--- src/rtl/cheese_ctl.sv ---
// Cheese life-cycle controller: requests a spawn position, shows the cheese,
// detects the mouse eating it, keeps score and paces respawns.
module cheese_ctl #(
  parameter int CHEESE_W       = 20,
  parameter int CHEESE_H       = 20,
  parameter int MOUSE_W        = 32,
  parameter int MOUSE_H        = 32,
  parameter int RESPAWN_CYCLES = 65_000_000,
  parameter int SCORE_W        = 8,
  parameter int SCORE_TARGET   = 10,
  parameter int POS_W          = 11
) (
  input  logic               clk,
  input  logic               rst,
  input  logic               game_en,
  input  logic [POS_W-1:0]   spawn_x,
  input  logic [POS_W-1:0]   spawn_y,
  input  logic [POS_W-1:0]   mouse_x,
  input  logic [POS_W-1:0]   mouse_y,
  output logic               rnd_generate,
  output logic [POS_W-1:0]   cheese_x,
  output logic [POS_W-1:0]   cheese_y,
  output logic               cheese_vis,
  output logic               eaten,
  output logic [SCORE_W-1:0] score,
  output logic               win
);

  localparam int CNT_W = (RESPAWN_CYCLES > 0) ? $clog2(RESPAWN_CYCLES + 1) : 1;
  localparam logic [CNT_W-1:0]   RESP_LD = CNT_W'(RESPAWN_CYCLES);
  localparam logic [POS_W:0]     CW      = (POS_W+1)'(CHEESE_W);
  localparam logic [POS_W:0]     CH      = (POS_W+1)'(CHEESE_H);
  localparam logic [POS_W:0]     MW      = (POS_W+1)'(MOUSE_W);
  localparam logic [POS_W:0]     MH      = (POS_W+1)'(MOUSE_H);
  localparam logic [SCORE_W:0]   TGT     = (SCORE_W+1)'(SCORE_TARGET);

  typedef enum logic [2:0] {IDLE, REQ, LOAD, ACTIVE, RESPAWN, DONE} state_t;

  state_t             state, state_nxt;
  logic [CNT_W-1:0]   cnt, cnt_nxt;
  logic               overlap, score_hit;
  logic [SCORE_W-1:0] score_inc;
  logic [POS_W:0]     mx, my, cx, cy;

  logic               rnd_nxt, vis_nxt, eaten_nxt, win_nxt;
  logic [POS_W-1:0]   cx_nxt, cy_nxt;
  logic [SCORE_W-1:0] score_nxt;

  // One extra bit keeps the box sums from wrapping at the screen edge.
  assign mx = {1'b0, mouse_x};
  assign my = {1'b0, mouse_y};
  assign cx = {1'b0, cheese_x};
  assign cy = {1'b0, cheese_y};
  assign overlap = (mx < cx + CW) && (cx < mx + MW) &&
                   (my < cy + CH) && (cy < my + MH);

  assign score_inc = (score == '1) ? score : score + 1'b1;
  assign score_hit = {1'b0, score_inc} >= TGT;

  always_ff @(posedge clk) begin
    if (rst) begin
      state        <= IDLE;
      cnt          <= '0;
      rnd_generate <= 1'b0;
      cheese_x     <= '0;
      cheese_y     <= '0;
      cheese_vis   <= 1'b0;
      eaten        <= 1'b0;
      score        <= '0;
      win          <= 1'b0;
    end else if (game_en) begin
      state        <= state_nxt;
      cnt          <= cnt_nxt;
      rnd_generate <= rnd_nxt;
      cheese_x     <= cx_nxt;
      cheese_y     <= cy_nxt;
      cheese_vis   <= vis_nxt;
      eaten        <= eaten_nxt;
      score        <= score_nxt;
      win          <= win_nxt;
    end else begin
      rnd_generate <= 1'b0;
      eaten        <= 1'b0;
    end
  end

  always_comb begin
    state_nxt = state;
    cnt_nxt   = cnt;
    case (state)
      IDLE:    state_nxt = REQ;
      REQ:     state_nxt = LOAD;
      LOAD:    state_nxt = ACTIVE;
      ACTIVE:  if (overlap) begin
                 if (score_hit) state_nxt = DONE;
                 else begin
                   state_nxt = RESPAWN;
                   cnt_nxt   = RESP_LD;
                 end
               end
      RESPAWN: if (cnt == '0) state_nxt = REQ;
               else cnt_nxt = cnt - 1'b1;
      DONE:    state_nxt = DONE;
      default: state_nxt = IDLE;
    endcase
  end

  // Next values of the registered outputs, derived from the transition.
  always_comb begin
    rnd_nxt   = (state_nxt == REQ);
    vis_nxt   = (state_nxt == ACTIVE);
    eaten_nxt = (state == ACTIVE) && overlap;
    cx_nxt    = (state == LOAD) ? spawn_x : cheese_x;
    cy_nxt    = (state == LOAD) ? spawn_y : cheese_y;
    score_nxt = eaten_nxt ? score_inc : score;
    win_nxt   = win | (state_nxt == DONE);
  end

endmodule
--- config.mk ---
export PLATFORM = sky130hd
export DESIGN_NAME = cheese_ctl
export DESIGN_NICKNAME = d
export VERILOG_FILES = /design/src/rtl/cheese_ctl.sv
export SDC_FILE = /design/constraint.sdc
export NUM_CORES = 1
export LEC_CHECK = 0
export CORE_ASPECT_RATIO = 0.5
export CORE_MARGIN = 4
export CORE_UTILIZATION = 40
export CTS_CLUSTER_DIAMETER = 150
export DETAILED_ROUTE_END_ITERATION = 7
export GPL_TIMING_DRIVEN = 1
export PLACE_DENSITY_LB_ADDON = 0.05
export SLEW_MARGIN = 10
export SYNTH_ARGS = -nofsm -noshare
export SYNTH_HDL_FRONTEND = slang
export SYNTH_SLANG_ARGS = --single-unit
--- constraint.sdc ---
create_clock -name clk -period 7.57 [get_ports clk]
set_input_delay 1.8925 -clock clk [delete_from_list [all_inputs] [get_ports clk]]
set_output_delay 1.8925 -clock clk [all_outputs]
set_load 0.01 [all_outputs]
Word level (Yosys, flattened, before mapping)
Cells that the tools add are included.

Input port bits: 47. Register bits: 63.

$add $sub $neg: 6. Reductions and logical operators: 11. Multiplexer cells: 9. Bitwise logic cells: 2. Equality and inequality tests: 12. $lt $le $gt $ge: 5.

Operators by type and width (number): $mux 26 (3); $pmux 26 s2 (1); $lt 11x12->1 (4); $logic_not 26->1 (1); $sub 26x1->26 const B (1); $add 11x5->12 const B (2); $add 11x6->12 const B (2); $pmux 3 s6 (1); $eq 3x2->1 const B (3); $eq 3x3->1 const B (3); $add 8x1->8 const B (1); $eq 8x8->1 const B (1); $ge 8x4->1 const B (1); $mux 8 (1); $eq 3x1->1 const B (2); $mux 3 (2); $ne 2x2->1 const B (3); $reduce_and 5->1 (1); $logic_and 1x1->1 (4); $reduce_and 2->1 (2); $logic_not 3->1 (1); $reduce_bool 2->1 (1); $reduce_or 2->1 (1); $mux 1 (1); 2 further kinds (2).

Longest topological paths before layout
Word-level depth: 9. Mapped depth: 16.

Worst setup path after synthesis
No wires, ideal clock.

Path type: input to register. Start: input mouse_x[5]. End: register cnt[13]. Arrival time: 4510 ps. Library setup time: 70 ps. Stages: 12. Buffers on the path: 1. Path slack: 2989 ps. Path through: ha_1 nand3_1 xor2_1 ha_1 a21oi_1 and3b_1 a2111o_1 nor4_4 a21boi_2 buf_2 or3_1 a21oi_1.

Cells in the longest elaborated chain, start to end: 7.

RTL lines: start: declaration (RTL line 18) `input logic [POS_W-1:0] mouse_x,`; $add 11x6->12 (RTL line 54) `assign overlap = (mx < cx + CW) && (cx < mx + MW) &&`; $lt 11x12->1 (RTL line 54); $logic_and 1x1->1 * (2 in a row) (RTL line 54); $logic_and 1x1->1 * (RTL line 55) `(my < cy + CH) && (cy < my + MH);`; $ne 2x2->1 (no line) *; $reduce_and 5->1 (no line) *; end signal: assignment (RTL line 73) `cnt <= cnt_nxt;`; end: declaration (RTL line 40) `logic [CNT_W-1:0] cnt, cnt_nxt;`.

Every way passes the cells marked *; elsewhere a longest branch is shown, timed or not. A chain may end at the register's enable or synchronous reset.

Worst setup path in the final report
Start: input mouse_x[5]. End: register cnt[25].

Same word-level chain as after synthesis.

==> results.cfg <==
[grt]
track_usage_pct = 18.2
grt_pass1_wl_mm = 18.9
grt_pass1_vias = 3853
gr-total-overflow = 0
grt_max_degree = 49
antenna_found_initial = 0

[placed_design]
dp_hpwl_mm = 8.25
port_buffers = 80
place_area_sq_um = 5340
gp_congestion = 0.844

[die]
initial_core_util_pct = 42.2
die-area_sq_um = 12900
coreArea_sq_um = 10500
rows = 26
fp.dieH_microns = 82.5
dieWidth_microns = 157
io_pins = 81

[run_status]
status = finished clean

[power_and_ir_drop]
peakVddDrop_uv = 96.3
p_leak_nw = 2.23
powerDensity_nw_per_um2 = 159

[setup_path]
reg2reg_slack_ns = 3.65
slowest_delay_ns = 0.71
critPathArrivalTime_ns = 5.65
worstSetupEndpointType = flip-flop
worstPathCellList = clkdlybuf4s50_1 -> ha_1 -> nand3_1 -> xor2_1 -> ha_1 -> a21oi_1 -> and3b_1 -> a2111o_1 -> nor4_2 -> buf_4 -> and2_0 -> nor3_1 -> nor4_2
worst_setup_path_start_kind = input pin
crit_path_top_delay_cell = and2_0
path_max_fanout = 16
crit_type = in2reg
required_ns = 7.81

[routing]
via_count = 4168
drcViolationCount = 0
drt_first_pass_iters = 4
wl_per_cell_microns = 14.4
wirelength_mm = 11.2
drtIter0Drc = 184
vias_per_cell = 5.36
drtAntennaViolNets = 0

[logic_synthesis]
synthArstFlopShare_pct = 0
synth_edf_count = 0
synthTopCellsByArea = dfxtp_1 (28%), ha_1 (14%), a21oi_1 (6.2%)
synth_cell_types = 63
ys_seq_area_share_pct = 28.4
syn-num-nets = 656
yosys_warnings = 0
synth_area_sq_um = 4440
syn_avg_cell_area_sq_um = 7.91
synth_top_area_share_pct = 28.4
synth_area_leader_cell = dfxtp_1
synth_ff_type = dfxtp_1
ys_ff_latch = 63
netlist_instances = 561

[sta]
period_minus_slack_ns = 5.40
period_share_pct = 71.4
rsz0062_at_grt = false
skew_ns = 0.00760
setup_viol = 0
finalHoldViolCount = 0
fmax_mhz = 185
finalMaxSlewViolations = 0
worst_pin_slew_ns = 0.981
slew_headroom_pct = 34.6
finalSetupTns_ns = 0

[clock_network]
clkTransAtPathRegs_ns = 0.06
clk_path_buf_depth = 2
hold_buffers = 0
numCtsBuffers = 9
htreeDepth = 3
ctsRootBufferMaster = clkbuf_16
cts_resized = 0
clkSinkCount = 63
cts_tree = built
insertion_delay_ns = 0.33
cts_setup_buffers = 0

[worst_hold_path]
worst_hold_path_type = reg2reg

[finish]
nets = 729
diodes = 0
drive_above_1_share_pct = 6.44
postLayoutCellArea_sq_um = 5630
area_growth_pct = 26.8

[run]
maxCapViolCount = 0
## metrics by stage
stage / worst slack, ns / total power [mW] / std cells / hold WS (ns) / utilization [%]
after global routing: 1.88 / 0.943 / 777 / 0.510 / 53.6
final: 2.17 / 0.892 / 777 / 0.474 / 53.6
after detailed placement: 1.79 / 0.493 / 763 / 0.470 / 50.8
after global placement: 1.88 / 0.493 / 763 / 0.452 / 50.8
after floorplan: 2.99 / 0.435 / 561 / 0.453 / -
after CTS: 2.11 / 0.905 / 777 / 0.479 / 53.6
## state kept, by name (all words and copies together), names as in the netlist
name          flops
cheese_vis        1
cnt              26
score             8
cheese_y         11
eaten             1
win               1
rnd_generate      1
state             3
cheese_x         11
## power breakdown
part	switching [mW]	internal [mW]	leakage [nW]	total [mW]
clock network	0.148	0.259	0.140	0.406
registers	0.00970	0.339	0.509	0.349
logic	0.0701	0.0674	1.58	0.138
total	0.228	0.665	2.23	0.892
## cells by family (layout without fill, tap and decap cells)
group | after synthesis | after routing | synth area share [%]
xor+xnor | 26 | 26 | 5.13
buf+inv | 49 | 125 | 4.46
flops | 63 | 63 | 28.4
simple gates | 244 | 244 | 29.7
mux | 3 | 3 | 0.705
compound gates | 128 | 128 | 18.1
fa+ha+maj | 48 | 48 | 13.5
## cell type report
class | count | area [sq um]
clock buffer | 10 | 239
clock inverter | 4 | 47.5
fill | 1044 | 4880
inverter | 27 | 101
multi-input combinational | 449 | 2980
sequential | 63 | 1260
tap | 140 | 175
timing repair buffer | 84 | 826
## per-layer routing
layer  GRT usage [%]  vias to the layer above  wire length [microns]
met4            4.76                        0                     94
li1                -                     2200                      -
met2            27.7                       62                   4770
met1            25.9                     1897                   5820
met5               0                        -                      0
met3            4.32                        9                    509
## Yosys cell counts (3+ instances only)
library cell / number
a211oi_1: 6
dfxtp_1: 63
and4_1: 6
o221ai_1: 3
inv_1: 27
xor2_1: 17
nand2_1: 73
or4_1: 8
nor4_1: 4
o311a_1: 5
o21ai_0: 23
o31ai_1: 3
and3_1: 9
a21oi_1: 55
a31oi_1: 9
nor3_1: 21
ha_1: 48
clkbuf_1: 15
xnor2_1: 9
or3_1: 20
nand4_1: 14
nand2b_1: 3
nor2_1: 37
buf_2: 5
or2_2: 3
nor2b_1: 5
nand3_1: 19
nor4_2: 3
## final timing paths
kind	startpoint	to	cells after the start
setup / recovery	mouse_x[5]	cnt[25]	13
hold / removal	win	win	2
hold reg to reg	win	win	2
setup reg to reg	cheese_y[4]	cnt[25]	14
## critical path: cells and delay by family
| family | cells | cell delay (ns) |
|---|---|---|
| simple gates | 6 | 1.68 |
| buf+inv | 2 | 0.79 |
| fa+ha+maj | 2 | 0.54 |
| compound gates | 2 | 0.58 |
| xor+xnor | 1 | 0.15 |
## cells in the final DEF (no fill, tap or decap), types with 6 or more instances in the layout
cell	count
a211oi_1	6
a21oi_1	55
a31oi_1	9
and3_1	9
and4_1	6
clkbuf_16	9
clkdlybuf4s50_1	79
dfxtp_1	63
ha_1	48
inv_1	27
nand2_1	73
nand3_1	19
nand4_1	14
nor2_1	37
nor3_1	21
o21ai_0	23
or3_1	20
or4_1	8
xnor2_1	9
xor2_1	17
Note: power is estimated with default switching activity, not from simulation.
